`src/rtl/ctrl_pkg.sv`:
```
// Purpose: op codes and sequencer state encoding shared with the training controller.
// Latency: n/a (constants and types only).
// Backpressure: n/a.
package ctrl_pkg;

    localparam int OP_NOP       = 0;
    localparam int OP_SET_LAYER = 1;
    localparam int OP_SET_COST  = 2;

    typedef enum logic [1:0] {
        IDLE = 2'd0,
        RUN  = 2'd1,
        DONE = 2'd2
    } seq_state_t;

endpackage

```
`src/rtl/code_rom.sv`:
```
// Purpose: PROG_DEPTH x OP_SIZE program store, synchronous write, combinational read.
// Latency: write visible on the read port the cycle after the write strobe.
// Backpressure: none; the caller gates the write strobe.
// Ports: clk; we/wr_addr/wr_dat write port; rd_addr/rd_dat asynchronous read port.
// Contents are deliberately not reset so a loaded program survives a controller reset.
module code_rom #(
    parameter int OP_SIZE = 4,
    parameter int DEPTH   = 8,
    parameter int ADDR_W  = $clog2(DEPTH)
) (
    input  logic               clk,
    input  logic               we,
    input  logic [ADDR_W-1:0]  wr_addr,
    input  logic [OP_SIZE-1:0] wr_dat,
    input  logic [ADDR_W-1:0]  rd_addr,
    output logic [OP_SIZE-1:0] rd_dat
);

    logic [OP_SIZE-1:0] mem [DEPTH];

    always_ff @(posedge clk) begin
        if (we) begin
            mem[wr_addr] <= wr_dat;
        end
    end

    assign rd_dat = mem[rd_addr];

endmodule

```
`src/rtl/code_sequencer.sv`:
```
// Purpose: steps the training controller through a stored op program for EPOCHS passes.
// Latency: feedback sampled in cycle N shows up on op/code_index/code_count in cycle N+1.
// Backpressure: feedback only acts while enable=1; with SEQ_STALL_EN defined, stall=1 drops enable and freezes everything.
// Ports: clk, rst (async, active high); start; prog_we/prog_addr/prog_op program load
//   (ignored in RUN); count_reset/code_reset/code_active controller feedback;
//   op/code_index/code_count/enable to the controller; busy/done/epoch_left status.
// Build option: SEQ_STALL_EN adds the stall input.
module code_sequencer
    import ctrl_pkg::*;
#(
    parameter int OP_SIZE    = 4,
    parameter int PROG_DEPTH = 8,
    parameter int EPOCHS     = 3,
    parameter int ADDR_W     = $clog2(PROG_DEPTH)
) (
    input  logic               clk,
    input  logic               rst,
    input  logic               start,
    input  logic               prog_we,
    input  logic [ADDR_W-1:0]  prog_addr,
    input  logic [OP_SIZE-1:0] prog_op,
    input  logic               count_reset,
    input  logic               code_reset,
    input  logic               code_active,
`ifdef SEQ_STALL_EN
    input  logic               stall,
`endif
    output logic [OP_SIZE-1:0] op,
    output logic [31:0]        code_index,
    output logic [31:0]        code_count,
    output logic               enable,
    output logic               busy,
    output logic               done,
    output logic [31:0]        epoch_left
);

    localparam logic [31:0] LAST_LINE   = 32'(PROG_DEPTH - 1);
    localparam logic [31:0] EPOCHS_INIT = 32'(EPOCHS);

    seq_state_t  state, state_nxt;
    logic [31:0] index_nxt, count_nxt, epoch_nxt;
    logic        end_epoch;
    logic [OP_SIZE-1:0] rom_dat;

    // Program changes are locked out while a run is in flight.
    code_rom #(
        .OP_SIZE (OP_SIZE),
        .DEPTH   (PROG_DEPTH),
        .ADDR_W  (ADDR_W)
    ) u_rom (
        .clk     (clk),
        .we      (prog_we && (state != RUN)),
        .wr_addr (prog_addr),
        .wr_dat  (prog_op),
        .rd_addr (code_index[ADDR_W-1:0]),
        .rd_dat  (rom_dat)
    );

`ifdef SEQ_STALL_EN
    assign enable = (state == RUN) && !stall;
`else
    assign enable = (state == RUN);
`endif

    assign busy = (state == RUN);
    assign done = (state == DONE);
    assign op   = (state == RUN) ? rom_dat : OP_SIZE'(OP_NOP);

    always_ff @(posedge clk or posedge rst) begin
        if (rst) begin
            state      <= IDLE;
            code_index <= '0;
            code_count <= '0;
            epoch_left <= EPOCHS_INIT;
        end else begin
            state      <= state_nxt;
            code_index <= index_nxt;
            code_count <= count_nxt;
            epoch_left <= epoch_nxt;
        end
    end

    always_comb begin
        state_nxt = state;
        index_nxt = code_index;
        count_nxt = code_count;
        epoch_nxt = epoch_left;
        end_epoch = 1'b0;

        case (state)
            IDLE, DONE: begin
                if (start) begin
                    state_nxt = RUN;
                    index_nxt = '0;
                    count_nxt = '0;
                    epoch_nxt = EPOCHS_INIT;
                end
            end
            RUN: begin
                if (enable) begin
                    if (code_reset) begin
                        end_epoch = 1'b1;
                    end else if (count_reset && code_active) begin
                        // Advancing past the last line is an implicit end of epoch.
                        if (code_index == LAST_LINE) begin
                            end_epoch = 1'b1;
                        end else begin
                            index_nxt = code_index + 32'd1;
                            count_nxt = '0;
                        end
                    end else if (count_reset) begin
                        count_nxt = '0;
                    end else if (code_count != 32'hFFFF_FFFF) begin
                        count_nxt = code_count + 32'd1;
                    end
                end
            end
            default: state_nxt = IDLE;
        endcase

        if (end_epoch) begin
            index_nxt = '0;
            count_nxt = '0;
            epoch_nxt = epoch_left - 32'd1;
            if (epoch_left == 32'd1) begin
                state_nxt = DONE;
            end
        end
    end

endmodule

```
`config.mk`:
```
export PLATFORM = sky130hd
export DESIGN_NAME = code_sequencer
export DESIGN_NICKNAME = d
export VERILOG_FILES = /design/src/rtl/ctrl_pkg.sv /design/src/rtl/code_rom.sv /design/src/rtl/code_sequencer.sv
export SDC_FILE = /design/constraint.sdc
export NUM_CORES = 1
export LEC_CHECK = 0
export BUFFER_PORTS_ARGS = -buffer_cell sky130_fd_sc_hd__buf_2
export CORE_ASPECT_RATIO = 0.75
export CORE_MARGIN = 3
export CORE_UTILIZATION = 57
export CTS_CLUSTER_SIZE = 25
export DETAILED_ROUTE_END_ITERATION = 10
export MAX_ROUTING_LAYER = met4
export PLACE_DENSITY = 0.83
export SLEW_MARGIN = 0
export SYNTH_ARGS = -nofsm -noshare
export SYNTH_HDL_FRONTEND = slang
export SYNTH_HIERARCHICAL = 1
export SYNTH_SLANG_ARGS = --single-unit
```
`constraint.sdc`:
```
create_clock -name clk -period 3.3 [get_ports clk]
set_input_delay 0.33 -clock clk [delete_from_list [all_inputs] [get_ports clk]]
set_output_delay 0.33 -clock clk [all_outputs]
set_load 0.05 [all_outputs]
```
# Yosys cells after proc, flatten, opt, wreduce, memory -nomap -nowiden
# Memories as Yosys holds them, arrays and structs flattened.
# Index checks and enable logic that the tools add are counted.
[word_totals]
ff_bits = 98
mem_bits_rw = 32
in_bits = 14
memories = 1
[classes]
addsub = 3
eq_ne = 12
muxes = 27
n_reduce_logical = 10
[memory_table]
columns = ["name", "depth", "word_bits", "rd", "rd_clocked_by_memory_dff", "wr", "line", "source"]
rows = [
  ["u_rom.mem", 8, 4, 1, 0, 1, "code_rom.sv:19", "logic [OP_SIZE-1:0] mem [DEPTH];"],
]
[ops]
columns = ["op", "count"]
rows = [
  ["$mux W32", 14],
  ["$pmux W32 S2", 2],
  ["$add A32 B1 Y32 const B", 2],
  ["$eq A32 B1 Y1 const B", 1],
  ["$eq A32 B3 Y1 const B", 1],
  ["$ne A32 B32 Y1 const B", 1],
  ["$sub A32 B1 Y32 const B", 1],
  ["$reduce_and A5 Y1", 2],
  ["$mux W1", 6],
  ["$mux W2", 3],
  ["$ne A3 B3 Y1 const B", 2],
  ["$ne A5 B2 Y1 const B", 1],
  ["$mux W4", 1],
  ["$ne A4 B4 Y1 const B", 1],
  ["$pmux W2 S2", 1],
  ["$reduce_bool A2 Y1", 2],
  ["$ne A3 B1 Y1 const B", 1],
  ["$ne A3 B2 Y1 const B", 1],
  ["$reduce_bool A3 Y1", 1],
  ["$eq A2 B1 Y1 const B", 1],
  ["$eq A2 B2 Y1 const B", 1],
  ["$logic_and A1 B1 Y1", 2],
  ["$logic_not A2 Y1", 1],
  ["$ne A2 B1 Y1 const B", 1],
  ["2 further kinds", 2],
]

# Depth between registers and ports, before layout
# Gate-level depths: netlist of the first run.
[logic_depth]
depth_word = 7
mapped_depth = 8
ltp_nobuf = 7

# Hierarchy
# The synthesis of the first run kept the hierarchy.
[by_module_without_submodules]
columns = ["mod", "instances", "cells_each", "area_each_um2", "seq_area_each_um2"]
rows = [
  ["code_sequencer", 1, 614, 5527.8, 2454.9],
  ["code_rom", 1, 59, 1290.0, 960.9],
]

# Worst setup path after synthesis of the first run
# No wires, ideal clock.
[synth_path]
path_kind = "register to register"
start = "register code_index[1]"
end = "register epoch_left[13]"
setup_time_ns = 0.142
t_arrival_ns = 2.737
setup_slack_ns = 0.421
path_stages_with_launch = 9
path_buffers = 2
cell_sequence = "dfrtp_1 -> ha_1 -> nand2_1 -> or4_1 -> o31ai_2 -> and2_1 -> clkbuf_1 -> clkbuf_1 -> o211ai_1"
[synth_between]
elab_chain_cells = 7
elab_cells_between_ends = 9
classes_between = "1 x eq/ne; 5 x mux; 3 x reduce/logical"
[synth_rtl]
columns = ["element", "line", "source"]
rows = [
  ["from (decl)", "code_sequencer.sv:29", "output logic [31:0] code_index,"],
  ["from (signal assigned)", "code_sequencer.sv:77", "code_index <= index_nxt;"],
  ["$eq A32 B3 Y1 (*)", "code_sequencer.sv:105", "if (code_index == LAST_LINE) begin"],
  ["$mux W1 (*)", "code_sequencer.sv:105", ""],
  ["$mux W1 (*)", "code_sequencer.sv:103", "end else if (count_reset && code_active) begin"],
  ["$mux W1 (*)", "code_sequencer.sv:101", "if (code_reset) begin"],
  ["$mux W1 (*)", "code_sequencer.sv:90", "case (state)"],
  ["$reduce_bool A2 Y1 (no line)", "n/a", ""],
  ["$reduce_and A2 Y1 (no line)", "n/a", ""],
  ["to (signal assigned)", "code_sequencer.sv:79", "epoch_left <= epoch_nxt;"],
  ["to (decl)", "code_sequencer.sv:34", "output logic [31:0] epoch_left"],
]
# Every way passes the cells marked *; elsewhere a longest branch is shown, timed or not.
# A chain may end at the register's enable or synchronous reset.

# Worst setup path after layout of the first run
[layout_path]
start = "register code_index[1]"
end = "register state[0]"
[layout_between]
elab_chain_cells = 6
[layout_rtl]
columns = ["element", "line", "source"]
rows = [
  ["$eq A32 B3 Y1", "code_sequencer.sv:105", ""],
  ["$mux W1", "code_sequencer.sv:105", ""],
  ["$mux W1", "code_sequencer.sv:103", ""],
  ["$mux W1", "code_sequencer.sv:101", ""],
  ["$mux W1", "code_sequencer.sv:90", ""],
  ["$mux W2", "code_sequencer.sv:121", "if (end_epoch) begin"],
  ["net state_nxt[0]", "code_sequencer.sv:40", "seq_state_t state, state_nxt;"],
  ["to (signal assigned)", "code_sequencer.sv:76", "state <= state_nxt;"],
  ["to (decl)", "code_sequencer.sv:40", ""],
]
# The timed path passes the listed nets, and every way through them passes these cells.

==> metrics.md, run 1 <==
| Metric | Value |
|---|---|
| Status | finished, final reports clean |
| H-Tree Level Count | 4 |
| Distinct cells, synth | 58 |
| WS Path Type | reg2reg |
| Synth top area cells | dfrtp_1 (35%), edfxtp_1 (14%), mux2i_1 (4.7%) |
| R2R Path End | state[0] |
| Vias in the first global route | 5861 |
| Total Negative Setup Slacks | 0 ns |
| Die area | 13320 sq um |
| Period utilization | 0.8580 |
| First-pass GRT wire length | 30.18 mm |
| Area Growth Syn to Fin | 20.41% |
| # IOs | 117 |
| Row cnt | 33 |
| Worst-case clock buffer depth | 2 |
| TritonCTS clock tree | built |
| Worst Setup EP | state[0] |
| Post-CTS setup buffers | 0 |
| Setup Skew | 0.007194 ns |
| Cell area after synthesis | 6818 sq um |
| CTS root buf | clkbuf_16 |
| Sequential element share of the synthesized area | 0.5010 |
| Avg Cell Area, Syn | 10.13 sq um |
| Hold Crit Class | in2async |
| Max Clk Rate | 353.2 MHz |
| Post-route ant nets | 0 |
| Routed len/inst | 19.34 um |
| Port-buffer cells | 116 |
| CTS buffer count | 17 |
| Nets | 810 |
| R2R depth | 6 |
| RSZ-0062 raised after global routing | no |
| Effective utilization at floorplan | 0.6026 |
| Min Tclk post-route | 2.832 ns |
| Placer Congestion | 0.9107 |
| CP Data Required Time | 3.58 ns |
| Worst EP arrival | 3.11 ns |
| Tot Pwr | 6.017 mW |
| Worst-Margin Slew | 1.031 ns |
| R2r startpoint | code_index[1] |
| Post-Layout Cell Count | 962 |
| Asr flop ratio synth | 0.7538 |
| DR DRC count | 0 |
| Diode count | 0 |
| Pre-Repair DR Iteration Count | 5 |
| CP Launch Type | flop |
| PostCTS Resize Cnt | 0 |
| Ys flop type | dfrtp_1 |
| Hold slack | 0.08202 ns |
| Vias | 6198 |
| Placed cells | 930 |
| Clock sinks | 130 |
| Pwr Density | 733.0 nW/um^2 |
| Fin. max-slew vios | 0 |
| Post-synth EDFFs | 32 |
| Critical Path Fanout Max | 12 |
| Final wirelength | 18.60 mm |
| Commonest non-fill, non-tap cells in the layout | buf_2 (116), dfrtp_1 (96), nand2_1 (67), nor2_1 (57), nand3_1 (36) |
| Slew headroom | 0.3124 |
| Final setup fails | 0 |
| Synthesized flop and latch total | 130 |
| Die X | 132.3 um |
| Ys Warns | 6 |
| Syn Nets | 691 |
| Largest net degree at the start of global routing | 65 |
| Lkg Pwr | 3.824 nW |
| # hold bufs at CTS | 0 |
| Core Util, Final | 0.7256 |
| Fin. Hold Viols | 0 |
| MaxCap Viol Count | 0 |
| Cells after Synth | 673 |
| DRT iter0 DRCs | 614 |
| Clk_lat worst skew | 0.42 ns |
| Grt ovf | 0 |
| Layout cells sized above 1 | 0.2248 |
| Initial antenna violation count | 0 |
| Worst Setup SP | code_index[1] |
| Leading area contributor after synthesis | dfrtp_1 |
| Crit. End Element | flop |
| Mean number of vias per cell | 6.443 |
| Core Box Area | 11310 sq um |
| Share of the synthesized area in the top cell type | 0.3524 |
| Die height | 100.7 um |
| Most common cell after layout, fill and taps aside | buf_2 |
| Flop2flop setup slack | 0.47 ns |
| Gr usage total | 0.2914 |
| Peak supply drop | 0.0005474 V |
| DP HPWL | 12.47 mm |
| Clock-pin transition on the worst setup and hold timing paths | 0.06 ns |
## kinds of logic (layout without fill, tap and decap cells)
family                   after synthesis  after routing  synth area share
XOR/XNOR                              23             23           0.02955
multiplexers                          44             44           0.08442
AND/OR/NAND/NOR                      320            320            0.2476
flip-flops                           130            130            0.5010
adder cells (fa/ha/maj)                4              4          0.007341
buffers and inverters                 50            182           0.02973
AO/OA/AOI/OAI                        102            102            0.1004
## per-stage QoR
step	area, sq um	setup slack [ns]
5_1_grt	8209	0.3161
3_3_place_gp	7591	0.7405
3_5_place_dp	7591	0.6032
6_report	8209	0.4685
2_1_floorplan	6818	0.4112
4_1_cts	8209	0.5175
## cells in the mapped netlist, types with 3 or more instances
cell type / number
dfrtp_1: 96
nand2_1: 67
nor2_1: 57
nand3_1: 36
edfxtp_1: 32
mux2i_1: 32
o21ai_0: 28
clkbuf_1: 26
nor3_1: 26
nand4_1: 25
nor4_1: 25
a21oi_1: 20
inv_1: 18
xnor2_1: 15
and3_1: 13
and2_1: 12
or3_1: 12
nand2b_1: 11
a21o_1: 9
mux4_1: 8
or4_1: 8
xor2_1: 8
o211ai_1: 7
and4_1: 6
a211o_1: 5
a22o_1: 5
o31ai_1: 5
or2_2: 5
a31oi_1: 4
ha_1: 4
mux2_2: 4
buf_2: 3
nand4b_1: 3
nor3b_1: 3
nor4b_1: 3
o311ai_0: 3
## area by class of cell
class	instances	area, sq um
flip-flops and latches	130	3416
multi-input cells	493	3208
fillers	823	3104
repair buffers	132	700.7
clock buffers	24	524.3
well taps	157	196.4
clock inverters	8	93.84
inverters	18	70.07
## worst max-delay path, cell delays in order, from the launching register on
cell and delay, ns:
dfrtp_1 0.51, ha_1 0.29, nand2_1 0.17, or4_1 0.53, o31a_1 0.47, nor4_1 0.63, nor2_1 0.08
## worst min-delay path by stage
stage / start / to / cells past startpoint
after floorplan: prog_op[0] / u_rom/mem[0][0] / 0
after global placement: epoch_left[21] / epoch_left[21] / 1
after detailed placement: epoch_left[17] / epoch_left[17] / 1
after global routing: rst / epoch_left[7] / 2
final: rst / epoch_left[7] / 2
after CTS: rst / epoch_left[8] / 2
## metal layers
metal	up-vias	global-route usage	wire length, um
met5	-	-	0
met4	0	0.09505	367
met3	35	0.06238	1570
met2	369	0.4500	8883
met1	3037	0.3918	7779
li1	2757	-	-
## registers in the layout, summed over array words and instances, names as in the netlist
signal	count
u_rom/mem	32
code_count	32
code_index	32
epoch_left	32
state	2
## where the power goes
| part | total (mW) | switching [mW] | internal, mW |
|---|---|---|---|
| logic | 1.99 | 1.46 | 0.526 |
| registers | 2.08 | 0.245 | 1.83 |
| clock network | 1.95 | 0.696 | 1.26 |
| total | 6.02 | 2.40 | 3.62 |
(Power assumes the default switching activity.)
==> run 2: changes to the inputs <==
==> constraint.sdc (replaced) <==
create_clock -name clk -period 3.3 [get_ports clk]
set_input_delay 0.165 -clock clk [delete_from_list [all_inputs] [get_ports clk]]
set_output_delay 0.165 -clock clk [all_outputs]
set_load 0.05 [all_outputs]
==> run 2 against run 1 <==
Against the previous run:
- routed wire length fell by 4.5%
- register-to-register slack improved by 0.04 ns
- design area decreased by 0.98%
- cell count shrank 0.21%
- clock-buffer cell count is 1 higher
- critical path depth increased by 1
- hold slack lost 0.052 ns
- largest power group unchanged
- largest cell class unchanged
==> metrics.md, run 2 (synthesis gave the netlist of run 1 again) <==
| Metric | Value |
|---|---|
| Clock-pin transition on the worst setup and hold timing paths | 0.06 ns (about the same) |
| DP HPWL | 12.37 mm (was 12.47 mm) |
| Area Growth Syn to Fin | 19.23% (was 20.41%) |
| First-pass GRT wire length | 29.19 mm (was 30.18 mm) |
| Grt ovf | 0 (unchanged) |
| Max incr delay on CP | 0.51 ns (was 0.63 ns) |
| PostCTS Resize Cnt | 0 (unchanged) |
| Setup Skew | 0.008180 ns (was 0.007194 ns) |
| H-Tree Level Count | 4 (unchanged) |
| CP max-delay cell | or3_1 (was nor4_1) |
| Clk_lat worst skew | 0.41 ns (was 0.42 ns) |
| WS Path Type | reg2reg (unchanged) |
| TritonCTS clock tree | built (unchanged) |
| Routed len/inst | 18.51 um (was 19.34 um) |
| # IOs | 117 (unchanged) |
| Most common cell after layout, fill and taps aside | buf_2 (unchanged) |
| Worst-Margin Slew | 0.9876 ns (was 1.031 ns) |
| CP Launch Type | flop (unchanged) |
| CP Data Required Time | 3.65 ns (was 3.58 ns) |
| Die height | 100.7 um (unchanged) |
| Vias | 6092 (was 6198) |
| Layout cells sized above 1 | 0.2179 (was 0.2248) |
| Slew headroom | 0.3416 (was 0.3124) |
| Top cell by count, worst path | or3_1 |
| Max Clk Rate | 357.9 MHz (was 353.2 MHz) |
| DR DRC count | 0 (unchanged) |
| Hold Crit Class | in2reg (was in2async) |
| Status | finished, final reports clean (unchanged) |
| Nets | 809 (was 810) |
| # hold bufs at CTS | 1 (was 0) |
| Final wirelength | 17.77 mm (was 18.60 mm) |
| Commonest non-fill, non-tap cells in the layout | buf_2 (116), dfrtp_1 (96), nand2_1 (67), nor2_1 (57), nand3_1 (36) (unchanged) |
| Clock sinks | 130 (unchanged) |
| Worst-case clock buffer depth | 2 (unchanged) |
| Peak supply drop | 0.0005749 V (was 0.0005474 V) |
| RSZ-0062 raised after global routing | no (unchanged) |
| Worst path bufs/invs | 1 (was 0) |
| Pwr Density | 709.7 nW/um^2 (was 733.0 nW/um^2) |
| Placer Congestion | 0.9497 (was 0.9107) |
| Post-route ant nets | 0 (unchanged) |
| Worst EP arrival | 3.14 ns (was 3.11 ns) |
| Critical path, cell by cell | ha_1, nand3_1, or3_1, or3_1, o21ai_2, buf_4, a22o_1 (was ha_1, nand2_1, or4_1, o31a_1, nor4_1, nor2_1) |
| MaxCap Viol Count | 0 (unchanged) |
| Period utilization | 0.8468 (was 0.8580) |
| Flop2flop setup slack | 0.51 ns (was 0.47 ns) |
| Port-buffer cells | 116 (unchanged) |
| CTS buffer count | 17 (unchanged) |
| Fin. max-slew vios | 0 (unchanged) |
| Vias in the first global route | 5822 (was 5861) |
| Crit. End Element | flop (unchanged) |
| DRT iter0 DRCs | 669 (was 614) |
| Die X | 132.3 um (unchanged) |
| Fin. Hold Viols | 0 (unchanged) |
| Mean number of vias per cell | 6.346 (was 6.443) |
| Tot Pwr | 5.770 mW (was 6.017 mW) |
| Diode count | 0 (unchanged) |
| Total Negative Setup Slacks | 0 ns (unchanged) |
| Initial antenna violation count | 0 (unchanged) |
| Largest net degree at the start of global routing | 70 (was 65) |
| Core Box Area | 11310 sq um (unchanged) |
| CTS root buf | clkbuf_16 (unchanged) |
| Gr usage total | 0.2802 (was 0.2914) |
| Die area | 13320 sq um (unchanged) |
| Delay-heaviest family, CP | simple AND/OR/NAND/NOR gates (unchanged) |
| Min Tclk post-route | 2.794 ns (was 2.832 ns) |
| Lkg Pwr | 3.779 nW (was 3.824 nW) |
| Pre-Repair DR Iteration Count | 6 (was 5) |
| Hold slack | 0.03041 ns (was 0.08202 ns) |
| Row cnt | 33 (unchanged) |
| Effective utilization at floorplan | 0.6026 (unchanged) |
| Post-CTS setup buffers | 0 (unchanged) |
| Critical Path Fanout Max | 9 (was 12) |
| Final setup fails | 0 (unchanged) |
==> run 2: power breakdown <==
group	leakage, nW	internal (mW)	total, mW	switching, mW
logic	1.89	0.515	1.95	1.43
registers	1.63	1.83	2.07	0.240
clock network	0.267	1.09	1.75	0.665
total	3.78	3.43	5.77	2.34
==> run 2: path summary, 6_finish.rpt <==
check	startpoint	to	depth (start not counted)
setup / recovery	code_count[0]	code_count[4]	7
hold / removal	prog_op[3]	u_rom/mem[6][3]	1
setup reg to reg	code_count[0]	code_count[4]	7
hold reg to reg	epoch_left[21]	epoch_left[21]	1
max in group asynchronous	rst	epoch_left[1]	4
min in group asynchronous	rst	epoch_left[14]	3
==> run 2: final cells by class <==
| cell class | instances | area, sq um |
|---|---|---|
| fillers | 830 | 3184 |
| repair buffers | 131 | 695.7 |
| inverters | 18 | 70.07 |
| clock buffers | 25 | 485.5 |
| well taps | 157 | 196.4 |
| flip-flops and latches | 130 | 3416 |
| multi-input cells | 493 | 3208 |
| clock inverters | 6 | 57.56 |
==> run 2: worst register-to-register path: cells and delay by family (launching register included) <==
family / cells / cell delay (ns)
and+or+nand+nor: 3 / 1.23
AOI/OAI and AO/OA: 2 / 0.56
DFF: 1 / 0.46
buffers and inverters: 1 / 0.25
adders and majority gates: 1 / 0.24
==> run 2: per-stage QoR <==
| stage | instances | setup WS [ns] | utilization | area (sq um) |
|---|---|---|---|---|
| after global placement | 928 | 0.7095 | 0.6697 | 7576 |
| after floorplan | 673 | 0.4212 | - | 6818 |
| after global routing | 960 | 0.3465 | 0.7185 | 8129 |
| after CTS | 960 | 0.5495 | 0.7185 | 8129 |
| after detailed placement | 928 | 0.5730 | 0.6697 | 7576 |
| final | 960 | 0.5055 | 0.7185 | 8129 |
==> run 2: routing by layer <==
metal / global-route usage / wire length (um) / up-vias
li1: - / - / 2746
met1: 0.3848 / 7648 / 2959
met2: 0.4212 / 8242 / 347
met3: 0.05988 / 1527 / 40
met4: 0.09505 / 355 / 0
met5: - / 0 / -
